==> config.mk <==
export PLATFORM = sky130hd
export DESIGN_NAME = red_centroid
export DESIGN_NICKNAME = d
export VERILOG_FILES = /design/src/rtl/red_centroid_pkg.sv /design/src/rtl/red_centroid_serial_divider.sv /design/src/rtl/red_centroid.sv
export SDC_FILE = /design/constraint.sdc
export NUM_CORES = 1
export LEC_CHECK = 0
export CORE_MARGIN = 5
export CORE_UTILIZATION = 60
export CTS_CLUSTER_DIAMETER = 150
export DETAILED_ROUTE_END_ITERATION = 10
export GPL_TIMING_DRIVEN = 0
export PLACE_DENSITY = 0.78
export SLEW_MARGIN = 0
export SYNTH_ARGS = -nofsm -noshare
export SYNTH_HDL_FRONTEND = slang
export SYNTH_HIERARCHICAL = 1
export SYNTH_SLANG_ARGS = --single-unit
==> constraint.sdc <==
create_clock -name clk -period 10.8 [get_ports clk]
set_clock_uncertainty 0.2 [all_clocks]
set_input_delay 2.7 -clock clk [delete_from_list [all_inputs] [get_ports clk]]
set_output_delay 2.7 -clock clk [all_outputs]
set_load 0.005 [all_outputs]
==> src/rtl/red_centroid_pkg.sv <==
// Shared constants and FSM encoding for the red-pixel centroid tracker.
// Optional bounding-box outputs are enabled by RED_CENTROID_BBOX_EN.
package red_centroid_pkg;

  localparam int IMG_W_DEF   = 320;
  localparam int IMG_H_DEF   = 240;
  localparam int MIN_PIX_DEF = 16;
  localparam int SUM_W_DEF   = 25;
  localparam int CNT_W_DEF   = 17;
  localparam int X_W         = 9;
  localparam int Y_W         = 8;

  typedef enum logic [1:0] {
    IDLE,
    DIV_X,
    DIV_Y,
    PUBLISH
  } state_e;

endpackage

==> src/rtl/red_centroid_serial_divider.sv <==
// Restoring divider, one quotient bit per cycle; the start cycle already
// resolves the MSB, so a full quotient takes exactly DVD_W cycles.
module serial_divider #(
  parameter int DVD_W = 25,
  parameter int DVS_W = 17,
  parameter int QUO_W = 9
) (
  input  logic             clk,
  input  logic             rst_n,
  input  logic             start,
  input  logic [DVD_W-1:0] dividend,
  input  logic [DVS_W-1:0] divisor,
  output logic             busy,
  output logic             done,
  output logic [QUO_W-1:0] quotient
);

  localparam int CW = $clog2(DVD_W);
  localparam logic [CW-1:0] LAST  = CW'(1);
  localparam logic [CW-1:0] STEPS = CW'(DVD_W - 1);

  logic [DVD_W-1:0] quo_q, quo_d, src_quo;
  logic [DVS_W-1:0] rem_q, rem_d, dvs_q;
  logic [DVS_W-1:0] src_rem, src_dvs;
  logic [DVS_W:0]   shifted, trial;
  logic [CW-1:0]    cnt_q;
  logic             busy_q, ge;

  always_comb begin
    src_rem = start ? '0 : rem_q;
    src_quo = start ? dividend : quo_q;
    src_dvs = start ? divisor : dvs_q;
    shifted = {src_rem, src_quo[DVD_W-1]};
    trial   = shifted - {1'b0, src_dvs};
    ge      = ~trial[DVS_W];
    rem_d   = ge ? trial[DVS_W-1:0] : shifted[DVS_W-1:0];
    quo_d   = {src_quo[DVD_W-2:0], ge};
  end

  always_ff @(posedge clk or negedge rst_n) begin
    if (!rst_n) begin
      quo_q  <= '0;
      rem_q  <= '0;
      dvs_q  <= '0;
      cnt_q  <= '0;
      busy_q <= 1'b0;
    end else if (start) begin
      quo_q  <= quo_d;
      rem_q  <= rem_d;
      dvs_q  <= divisor;
      cnt_q  <= STEPS;
      busy_q <= 1'b1;
    end else if (busy_q) begin
      quo_q <= quo_d;
      rem_q <= rem_d;
      cnt_q <= cnt_q - 1'b1;
      if (cnt_q == LAST) busy_q <= 1'b0;
    end
  end

  assign busy     = busy_q;
  assign done     = busy_q && (cnt_q == LAST);
  assign quotient = quo_q[QUO_W-1:0];

endmodule

==> src/rtl/red_centroid.sv <==
// Per-frame centroid of red pixels with a shared serial divider.
// Define RED_CENTROID_BBOX_EN to add bounding-box outputs.
module red_centroid
  import red_centroid_pkg::*;
#(
  parameter int IMG_W      = IMG_W_DEF,
  parameter int IMG_H      = IMG_H_DEF,
  parameter int MIN_PIXELS = MIN_PIX_DEF,
  parameter int SUM_W      = SUM_W_DEF,
  parameter int CNT_W      = CNT_W_DEF
) (
  input  logic             clk,
  input  logic             reset_n,
  input  logic             pix_valid,
  input  logic             pix_red,
  input  logic             pix_sop,
  input  logic             pix_eop,
  output logic [X_W-1:0]   centroid_x,
  output logic [Y_W-1:0]   centroid_y,
  output logic [CNT_W-1:0] red_count,
  output logic             target_found,
  output logic             centroid_valid,
`ifdef RED_CENTROID_BBOX_EN
  output logic [X_W-1:0]   bbox_xmin,
  output logic [X_W-1:0]   bbox_xmax,
  output logic [Y_W-1:0]   bbox_ymin,
  output logic [Y_W-1:0]   bbox_ymax,
`endif
  output logic             busy,
  output logic             overrun
);

  localparam logic [X_W-1:0]   COL_LAST = X_W'(IMG_W - 1);
  localparam logic [Y_W-1:0]   ROW_LAST = Y_W'(IMG_H - 1);
  localparam logic [CNT_W-1:0] CNT_MIN  = CNT_W'(MIN_PIXELS);

  logic [1:0] rst_sync_q;
  logic       rst_n;

  // async assert, release synchronised to clk
  always_ff @(posedge clk or negedge reset_n) begin
    if (!reset_n) rst_sync_q <= '0;
    else          rst_sync_q <= {rst_sync_q[0], 1'b1};
  end
  assign rst_n = rst_sync_q[1];

  state_e           state_q;
  logic [X_W-1:0]   col_q, col_d, cur_col;
  logic [Y_W-1:0]   row_q, row_d, cur_row;
  logic [SUM_W-1:0] sx_q, sx_d, sy_q, sy_d, tot_x, tot_y;
  logic [CNT_W-1:0] cnt_q, cnt_d, tot_cnt;
  logic [SUM_W-1:0] snap_x_q, snap_y_q;
  logic [CNT_W-1:0] snap_cnt_q;
  logic             red_beat, eop_beat, eop_acc, snap_zero;

  assign red_beat  = pix_valid & pix_red;
  assign eop_beat  = pix_valid & pix_eop;
  assign eop_acc   = eop_beat & (state_q == IDLE);
  assign snap_zero = (snap_cnt_q == '0);

  always_comb begin
    cur_col = pix_sop ? '0 : col_q;
    cur_row = pix_sop ? '0 : row_q;
    col_d   = col_q;
    row_d   = row_q;
    if (pix_valid) begin
      if (cur_col == COL_LAST) begin
        col_d = '0;
        row_d = (cur_row == ROW_LAST) ? cur_row : cur_row + 1'b1;
      end else begin
        col_d = cur_col + 1'b1;
        row_d = cur_row;
      end
    end
  end

  always_comb begin
    tot_x   = (pix_sop ? '0 : sx_q)
            + (red_beat ? SUM_W'(cur_col) : '0);
    tot_y   = (pix_sop ? '0 : sy_q)
            + (red_beat ? SUM_W'(cur_row) : '0);
    tot_cnt = (pix_sop ? '0 : cnt_q) + CNT_W'(red_beat);
    sx_d    = sx_q;
    sy_d    = sy_q;
    cnt_d   = cnt_q;
    if (pix_valid) begin
      sx_d  = pix_eop ? '0 : tot_x;
      sy_d  = pix_eop ? '0 : tot_y;
      cnt_d = pix_eop ? '0 : tot_cnt;
    end
  end

  always_ff @(posedge clk or negedge rst_n) begin
    if (!rst_n) begin
      col_q      <= '0;
      row_q      <= '0;
      sx_q       <= '0;
      sy_q       <= '0;
      cnt_q      <= '0;
      snap_x_q   <= '0;
      snap_y_q   <= '0;
      snap_cnt_q <= '0;
    end else begin
      col_q <= col_d;
      row_q <= row_d;
      sx_q  <= sx_d;
      sy_q  <= sy_d;
      cnt_q <= cnt_d;
      if (eop_acc) begin
        snap_x_q   <= tot_x;
        snap_y_q   <= tot_y;
        snap_cnt_q <= tot_cnt;
      end
    end
  end

`ifdef RED_CENTROID_BBOX_EN
  logic [X_W-1:0] xmin_q, xmin_d, xmax_q, xmax_d, nxmin, nxmax;
  logic [Y_W-1:0] ymin_q, ymin_d, ymax_q, ymax_d, nymin, nymax;
  logic [X_W-1:0] sxmin_q, sxmax_q, bxmin_q, bxmax_q;
  logic [Y_W-1:0] symin_q, symax_q, bymin_q, bymax_q;

  always_comb begin
    nxmin = pix_sop ? '1 : xmin_q;
    nxmax = pix_sop ? '0 : xmax_q;
    nymin = pix_sop ? '1 : ymin_q;
    nymax = pix_sop ? '0 : ymax_q;
    if (red_beat) begin
      if (cur_col < nxmin) nxmin = cur_col;
      if (cur_col > nxmax) nxmax = cur_col;
      if (cur_row < nymin) nymin = cur_row;
      if (cur_row > nymax) nymax = cur_row;
    end
    xmin_d = xmin_q;
    xmax_d = xmax_q;
    ymin_d = ymin_q;
    ymax_d = ymax_q;
    if (pix_valid) begin
      xmin_d = pix_eop ? '1 : nxmin;
      xmax_d = pix_eop ? '0 : nxmax;
      ymin_d = pix_eop ? '1 : nymin;
      ymax_d = pix_eop ? '0 : nymax;
    end
  end

  always_ff @(posedge clk or negedge rst_n) begin
    if (!rst_n) begin
      xmin_q  <= '1;
      xmax_q  <= '0;
      ymin_q  <= '1;
      ymax_q  <= '0;
      sxmin_q <= '0;
      sxmax_q <= '0;
      symin_q <= '0;
      symax_q <= '0;
      bxmin_q <= '0;
      bxmax_q <= '0;
      bymin_q <= '0;
      bymax_q <= '0;
    end else begin
      xmin_q <= xmin_d;
      xmax_q <= xmax_d;
      ymin_q <= ymin_d;
      ymax_q <= ymax_d;
      if (eop_acc) begin
        sxmin_q <= nxmin;
        sxmax_q <= nxmax;
        symin_q <= nymin;
        symax_q <= nymax;
      end
      if (state_q == PUBLISH) begin
        bxmin_q <= snap_zero ? '0 : sxmin_q;
        bxmax_q <= snap_zero ? '0 : sxmax_q;
        bymin_q <= snap_zero ? '0 : symin_q;
        bymax_q <= snap_zero ? '0 : symax_q;
      end
    end
  end

  assign bbox_xmin = bxmin_q;
  assign bbox_xmax = bxmax_q;
  assign bbox_ymin = bymin_q;
  assign bbox_ymax = bymax_q;
`endif

  logic             div_start, div_busy, div_done;
  logic [SUM_W-1:0] div_dvd;
  logic [X_W-1:0]   div_quo;

  assign div_start = (state_q == DIV_X || state_q == DIV_Y) & ~div_busy;
  assign div_dvd   = (state_q == DIV_X) ? snap_x_q : snap_y_q;

  serial_divider #(
    .DVD_W(SUM_W),
    .DVS_W(CNT_W),
    .QUO_W(X_W)
  ) u_div (
    .clk      (clk),
    .rst_n    (rst_n),
    .start    (div_start),
    .dividend (div_dvd),
    .divisor  (snap_cnt_q),
    .busy     (div_busy),
    .done     (div_done),
    .quotient (div_quo)
  );

  logic [X_W-1:0]   qx_q, cx_q;
  logic [Y_W-1:0]   cy_q;
  logic [CNT_W-1:0] rc_q;
  logic             tf_q, cv_q, ovr_q;

  always_ff @(posedge clk or negedge rst_n) begin
    if (!rst_n) begin
      state_q <= IDLE;
      qx_q    <= '0;
      cx_q    <= '0;
      cy_q    <= '0;
      rc_q    <= '0;
      tf_q    <= 1'b0;
      cv_q    <= 1'b0;
      ovr_q   <= 1'b0;
    end else begin
      cv_q <= 1'b0;
      if (eop_beat && state_q != IDLE) ovr_q <= 1'b1;
      unique case (state_q)
        IDLE: if (eop_acc) state_q <= DIV_X;
        DIV_X: if (div_done) state_q <= DIV_Y;
        DIV_Y: begin
          // x quotient is still on the divider output as y starts
          if (div_start) qx_q <= div_quo;
          if (div_done) state_q <= PUBLISH;
        end
        PUBLISH: begin
          cx_q    <= snap_zero ? '0 : qx_q;
          cy_q    <= snap_zero ? '0 : div_quo[Y_W-1:0];
          rc_q    <= snap_cnt_q;
          tf_q    <= (snap_cnt_q >= CNT_MIN);
          cv_q    <= 1'b1;
          state_q <= IDLE;
        end
        default: state_q <= IDLE;
      endcase
    end
  end

  assign centroid_x     = cx_q;
  assign centroid_y     = cy_q;
  assign red_count      = rc_q;
  assign target_found   = tf_q;
  assign centroid_valid = cv_q;
  assign busy           = (state_q != IDLE);
  assign overrun        = ovr_q;

endmodule

# Word level (Yosys, flattened, before mapping)
# Index checks and enable logic that the tools add are counted.
# classes
n_mux	34
add_sub_neg	7
n_lt_le_gt_ge	1
n_reduce_logical	9
eq_ne	9
n_bitwise	6
# ops
operator	n
two-way mux 25 bit	8
two-way mux 17 bit	7
two-way mux 8 bit	5
two-way mux 9 bit	4
adder 25 x 8 -> 25 bit	1
adder 25 x 9 -> 25 bit	1
subtractor 18 x 17 -> 18 bit	1
adder 17 x 1 -> 17 bit	1
greater-or-equal comparator 17 x 5 -> 1 bit (second input constant)	1
zero test 17 bit	1
two-way mux 5 bit	2
adder 9 x 1 -> 9 bit (second input constant)	1
equality test 9 bit (second input constant)	1
adder 8 x 1 -> 8 bit (second input constant)	1
equality test 8 bit (second input constant)	1
case mux 2 bit (4 select lines)	1
two-way mux 2 bit	3
!= test 2 bit (second input constant)	3
equality test 5 x 1 -> 1 bit (second input constant)	1
subtractor 5 x 1 -> 5 bit (second input constant)	1
AND 1 bit	4
equality test 2 bit (second input constant)	2
two-way mux 1 bit	4
nonzero test 2 bit	2
other kinds (7)	9
# totals
ff_bits	266

# Logic depth before layout (Yosys ltp)
# logic_depth
ltp_word	8
mapped_depth	18

# By module
# The synthesis kept the hierarchy.
# by_module_without_submodules
mod	instances	area_each_um2	cells_each	seq_area_each_um2
red_centroid	1	10744.1	1126	5029.8
serial_divider	1	4037.6	435	1626.6

# Worst setup path after synthesis
# No wires, ideal clock.
# synth_timing
path_kind	input -> register
startpoint	in pix_sop
endpoint	reg sx_q[24]
arrival_ns	5.804
stages	15
slack_ns	4.713
path_buffers	5
path_cell_list	clkbuf_1 > buf_2 > buf_2 > buf_2 > clkbuf_1 > nor2b_1 > ha_1 > inv_1 > fa_1 > nor2b_1 > o311ai_4 > a211oi_4 > or4b_4 > or3_1 > o21ai_0
# synth_between
elab_chain_cells	4
# synth_lines
element	line	rtl
start: declaration	red_centroid.sv:16	input logic pix_sop,
two-way mux 9 bit	red_centroid.sv:62	cur_col = pix_sop ? '0 : col_q;
two-way mux 9 bit	red_centroid.sv:79	+ (red_beat ? SUM_W'(cur_col) : '0);
adder 25 x 9 -> 25 bit (*)	red_centroid.sv:79	
two-way mux 25 bit (*)	red_centroid.sv:87	sx_d = pix_eop ? '0 : tot_x;
end signal: assignment	red_centroid.sv:97	sx_q <= '0;
end signal: assignment	red_centroid.sv:106	sx_q <= sx_d;
end: declaration	red_centroid.sv:50	logic [SUM_W-1:0] sx_q, sx_d, sy_q, sy_d, tot_x, tot_y;
# Every way passes the cells marked *; elsewhere a longest branch is shown, timed or not.
# A chain may end at the register's enable or synchronous reset.

# Worst setup path in the final report
# layout_timing
startpoint	in pix_sop
endpoint	reg snap_y_q[13]
# layout_between
elab_chain_cells	3
# layout_lines
element	line	rtl
two-way mux 8 bit	red_centroid.sv:63	cur_row = pix_sop ? '0 : row_q;
two-way mux 8 bit	red_centroid.sv:81	+ (red_beat ? SUM_W'(cur_row) : '0);
adder 25 x 8 -> 25 bit (*)	red_centroid.sv:81	
end signal: assignment	red_centroid.sv:111	snap_y_q <= tot_y;
end: declaration	red_centroid.sv:52	logic [SUM_W-1:0] snap_x_q, snap_y_q;
# Marked as above.

==> flow_metrics.tcl <==
set metrics [dict create \
    outcome "finished clean" \
    slew_violations 0 \
    antenna_found_initial 1 \
    die_w_microns 167 \
    synth_edf_count 0 \
    dp.cells 1931 \
    htreeDepth 1 \
    wl_per_cell_microns 20.6 \
    cts_sinks 266 \
    peakVddDrop_mv 0.174 \
    cp-start-kind "input pin" \
    max_slew_margin_pct 32.7 \
    crit_family "buffers and inverters" \
    clkTransAtPathRegs_ns 0.07 \
    synth_nets 1614 \
    core-area_sq_mm 0.0243 \
    path_buf_inv 6 \
    grt_use_total_pct 28.6 \
    ctsResizeCount 0 \
    synthDistinctLibCells 82 \
    ctsHoldBuffers 0 \
    syn_inst 1561 \
    drc 0 \
    die_area_sq_mm 0.0279 \
    grt_pass1_wl_microns 65000 \
    total_leakage_power_nw 7.56 \
    post_dp_cell_area_sq_mm 0.0157 \
    synthesis.area_sq_mm 0.0148 \
    final_layout_size_suffix_gt1_share_pct 9.52 \
    ys_ff_latch 266 \
    port-buffer-count 42 \
    maxCapViolCount 0 \
    dpl_worst_slack_ns 2.70 \
    cts_tree "built" \
    crit_type "in -> reg" \
    path_max_fanout 10 \
    synthArstFlopShare_pct 100 \
    dr.pass1.iters 7 \
    yosys_warnings 6 \
    ioPinCount 44 \
    fin_area_sq_mm 0.0167 \
    fin_cells 1984 \
    hold_path_class "reg -> async" \
    hpwl_microns 29300 \
    yosys.area.top_type "dfrtp_1" \
    cts_buffers 29 \
    synth_top_area_share_pct 45.0 \
    vias 12200 \
    critPathMaxStageDelay_ns 0.68 \
    synthTopCellsByArea "dfrtp_1 (45%), nand2_1 (5.6%), o21ai_0 (5.3%)" \
    cpMaxStageDelayCell "clkdlybuf4s50_1" \
    rsz0062_at_grt "no" \
    rows 57 \
    ys_seq_area_share_pct 45.0 \
    grt_max_degree 71 \
    setup_violations 0 \
    die_h_microns 167 \
    overflow 0 \
    hold_violations 0 \
    worst_slew_pin_slew_ns 1.00 \
    power_density_mw_per_mm2 222 \
    initial_core_util_pct 60.8 \
    end_kind "flip-flop" \
    synthFlopType "dfrtp_1" \
    crit_chain "clkdlybuf4s50_1, clkbuf_1, buf_2, buf_2, buf_2, clkbuf_1, nor2b_1, ha_1, a21o_1, nand4_1, a21oi_1, o21ai_0, xnor2_1, o21ai_0" \
    fin_nets 1691 \
    insertion_delay_ns 0.55 \
    synthTopCellsByCount "dfrtp_1 (266), nand2_1 (220), o21ai_0 (156)" \
    worstPathArrival_ns 7.85 \
    drt_wl_total_microns 40800 \
    fin_ws_ns 3.17 \
    fin_util_pct 68.8 \
    grt_pass1_vias 11900 \
    gp_congestion 0.937 \
    fin_crit_sh_pct 70.7 \
    syn_area_per_cell_sq_um 9.47 \
    setup_tns_ns 0 \
    antennaDiodeCount 0 \
    routed_via_density 6.16 \
    synthToLayoutAreaGrowth_pct 13.3 \
    fmax_mhz 131 \
    ant_nets 0 \
    root_buffer "clkbuf_16" \
    cts_setup_buffers 0 \
    synth_most_common_cell "dfrtp_1" \
    fin_crit_ns 7.63 \
    initialDrtViolationCount 1119 \
    crit_path_frequent_cell "buf_2" \
    cts_buffer_depth 3 \
    cp.required_ns 11.01 \
]
[layout by cell type (no fill, tap or decap), types with 6 or more instances in the layout]
cell and instances:
clkdlybuf4s50_1 42, and4b_1 6, a21oi_1 58, a211oi_1 9, mux2i_1 48, buf_4 11
clkbuf_8 6, o211ai_1 8, nand2b_1 14, nor3_1 19, a21o_1 13, clkinv_2 6
o2bb2ai_1 23, ha_1 44, or3_1 9, a31oi_1 17, clkbuf_1 69, o21ai_0 156
buf_2 7, and2_1 8, o31ai_1 28, nand4_1 12, clkbuf_16 29, xnor2_1 57
mux2_2 58, nor2_1 53, dfrtp_1 265, nand2_1 220, o21a_1 6, buf_1 13
xor2_1 24, and3_1 21, nor2b_1 59, o22ai_1 10, nor4_1 6, or2_2 6
nand3_1 50, a22o_1 16, inv_1 70
[state kept, by name (all words and copies together), names as in the netlist, 9 cells and up]
signal / count
snap_x_q: 25
snap_y_q: 25
sx_q: 25
sy_q: 25
u_div/quo_q: 25
cnt_q: 17
red_count: 17
snap_cnt_q: 17
u_div/dvs_q: 17
u_div/rem_q: 17
centroid_x: 9
col_q: 9
qx_q: 9
[logic make-up after synthesis]
group,synth area share (%)
mux,7.67
fa+ha+maj,4.13
other cells,0.0254
buf+inv,4.69
flops,45.0
simple gates,17.0
compound gates,16.6
xor+xnor,4.80
[worst register-to-register path, cell delays in order, from the launching register on]
cell and delay [ns]:
dfrtp_1 0.40, inv_1 0.09, ha_1 0.30, nor2b_1 0.34, buf_1 0.52, buf_1 0.54, clkbuf_1 0.51, nor2_1 0.12
ha_1 0.30, clkbuf_2 0.18, nand4_1 0.19, nor3_2 0.28, o211ai_2 0.15, o211ai_4 0.13, xor2_1 0.25, buf_6 0.20
mux2_2 0.35, o22ai_1 0.13
[per-stage QoR]
step / hold slack [ns] / power [mW]
final: 0.148 / 3.72
after global routing: 0.167 / 3.92
after CTS: 0.149 / 3.71
after detailed placement: 0.136 / 2.64
after global placement: 0.136 / 2.59
after floorplan: 0.131 / 2.25
[power breakdown]
part           internal (mW)  switching (mW)  leakage (nW)
clock network          0.652           0.414         0.504
logic                  0.592           0.815          3.45
registers               1.16          0.0914          3.60
[worst paths after layout]
kind                               start        endpoint  slack, ns  cells past startpoint
max                              pix_sop    snap_y_q[13]       3.17                     14
min                        rst_sync_q[1]   red_count[14]       0.15                      0
max in group asynchronous        reset_n   rst_sync_q[1]       8.16                      1
max reg2reg                   state_q[0]  u_div/rem_q[0]       5.53                     17
min in group clk           rst_sync_q[0]   rst_sync_q[1]       0.15                      0
min reg2reg                rst_sync_q[1]   red_count[14]       0.15                      0
[per-layer routing]
metal | GRT usage (%) | share of wire, % | up-vias
met5 | 0 | 0.017 | -
met4 | 8.32 | 2.6 | 2
met3 | 3.89 | 7.1 | 79
met2 | 46.4 | 47 | 464
met1 | 40.7 | 43 | 6046
li1 | - | - | 5629
[layout make-up]
type                            instances  area [sq um]
Clock inverter                         14           204
Sequential cell                       266          6660
Buffer                                 98           427
Fill cell                            1921          7580
Multi-Input combinational cell       1126          7430
Inverter                               71           267
Timing Repair Buffer                   46           523
Tap cell                              324           405
Clock buffer                           39           823
Power figures use the tool's default switching activity.
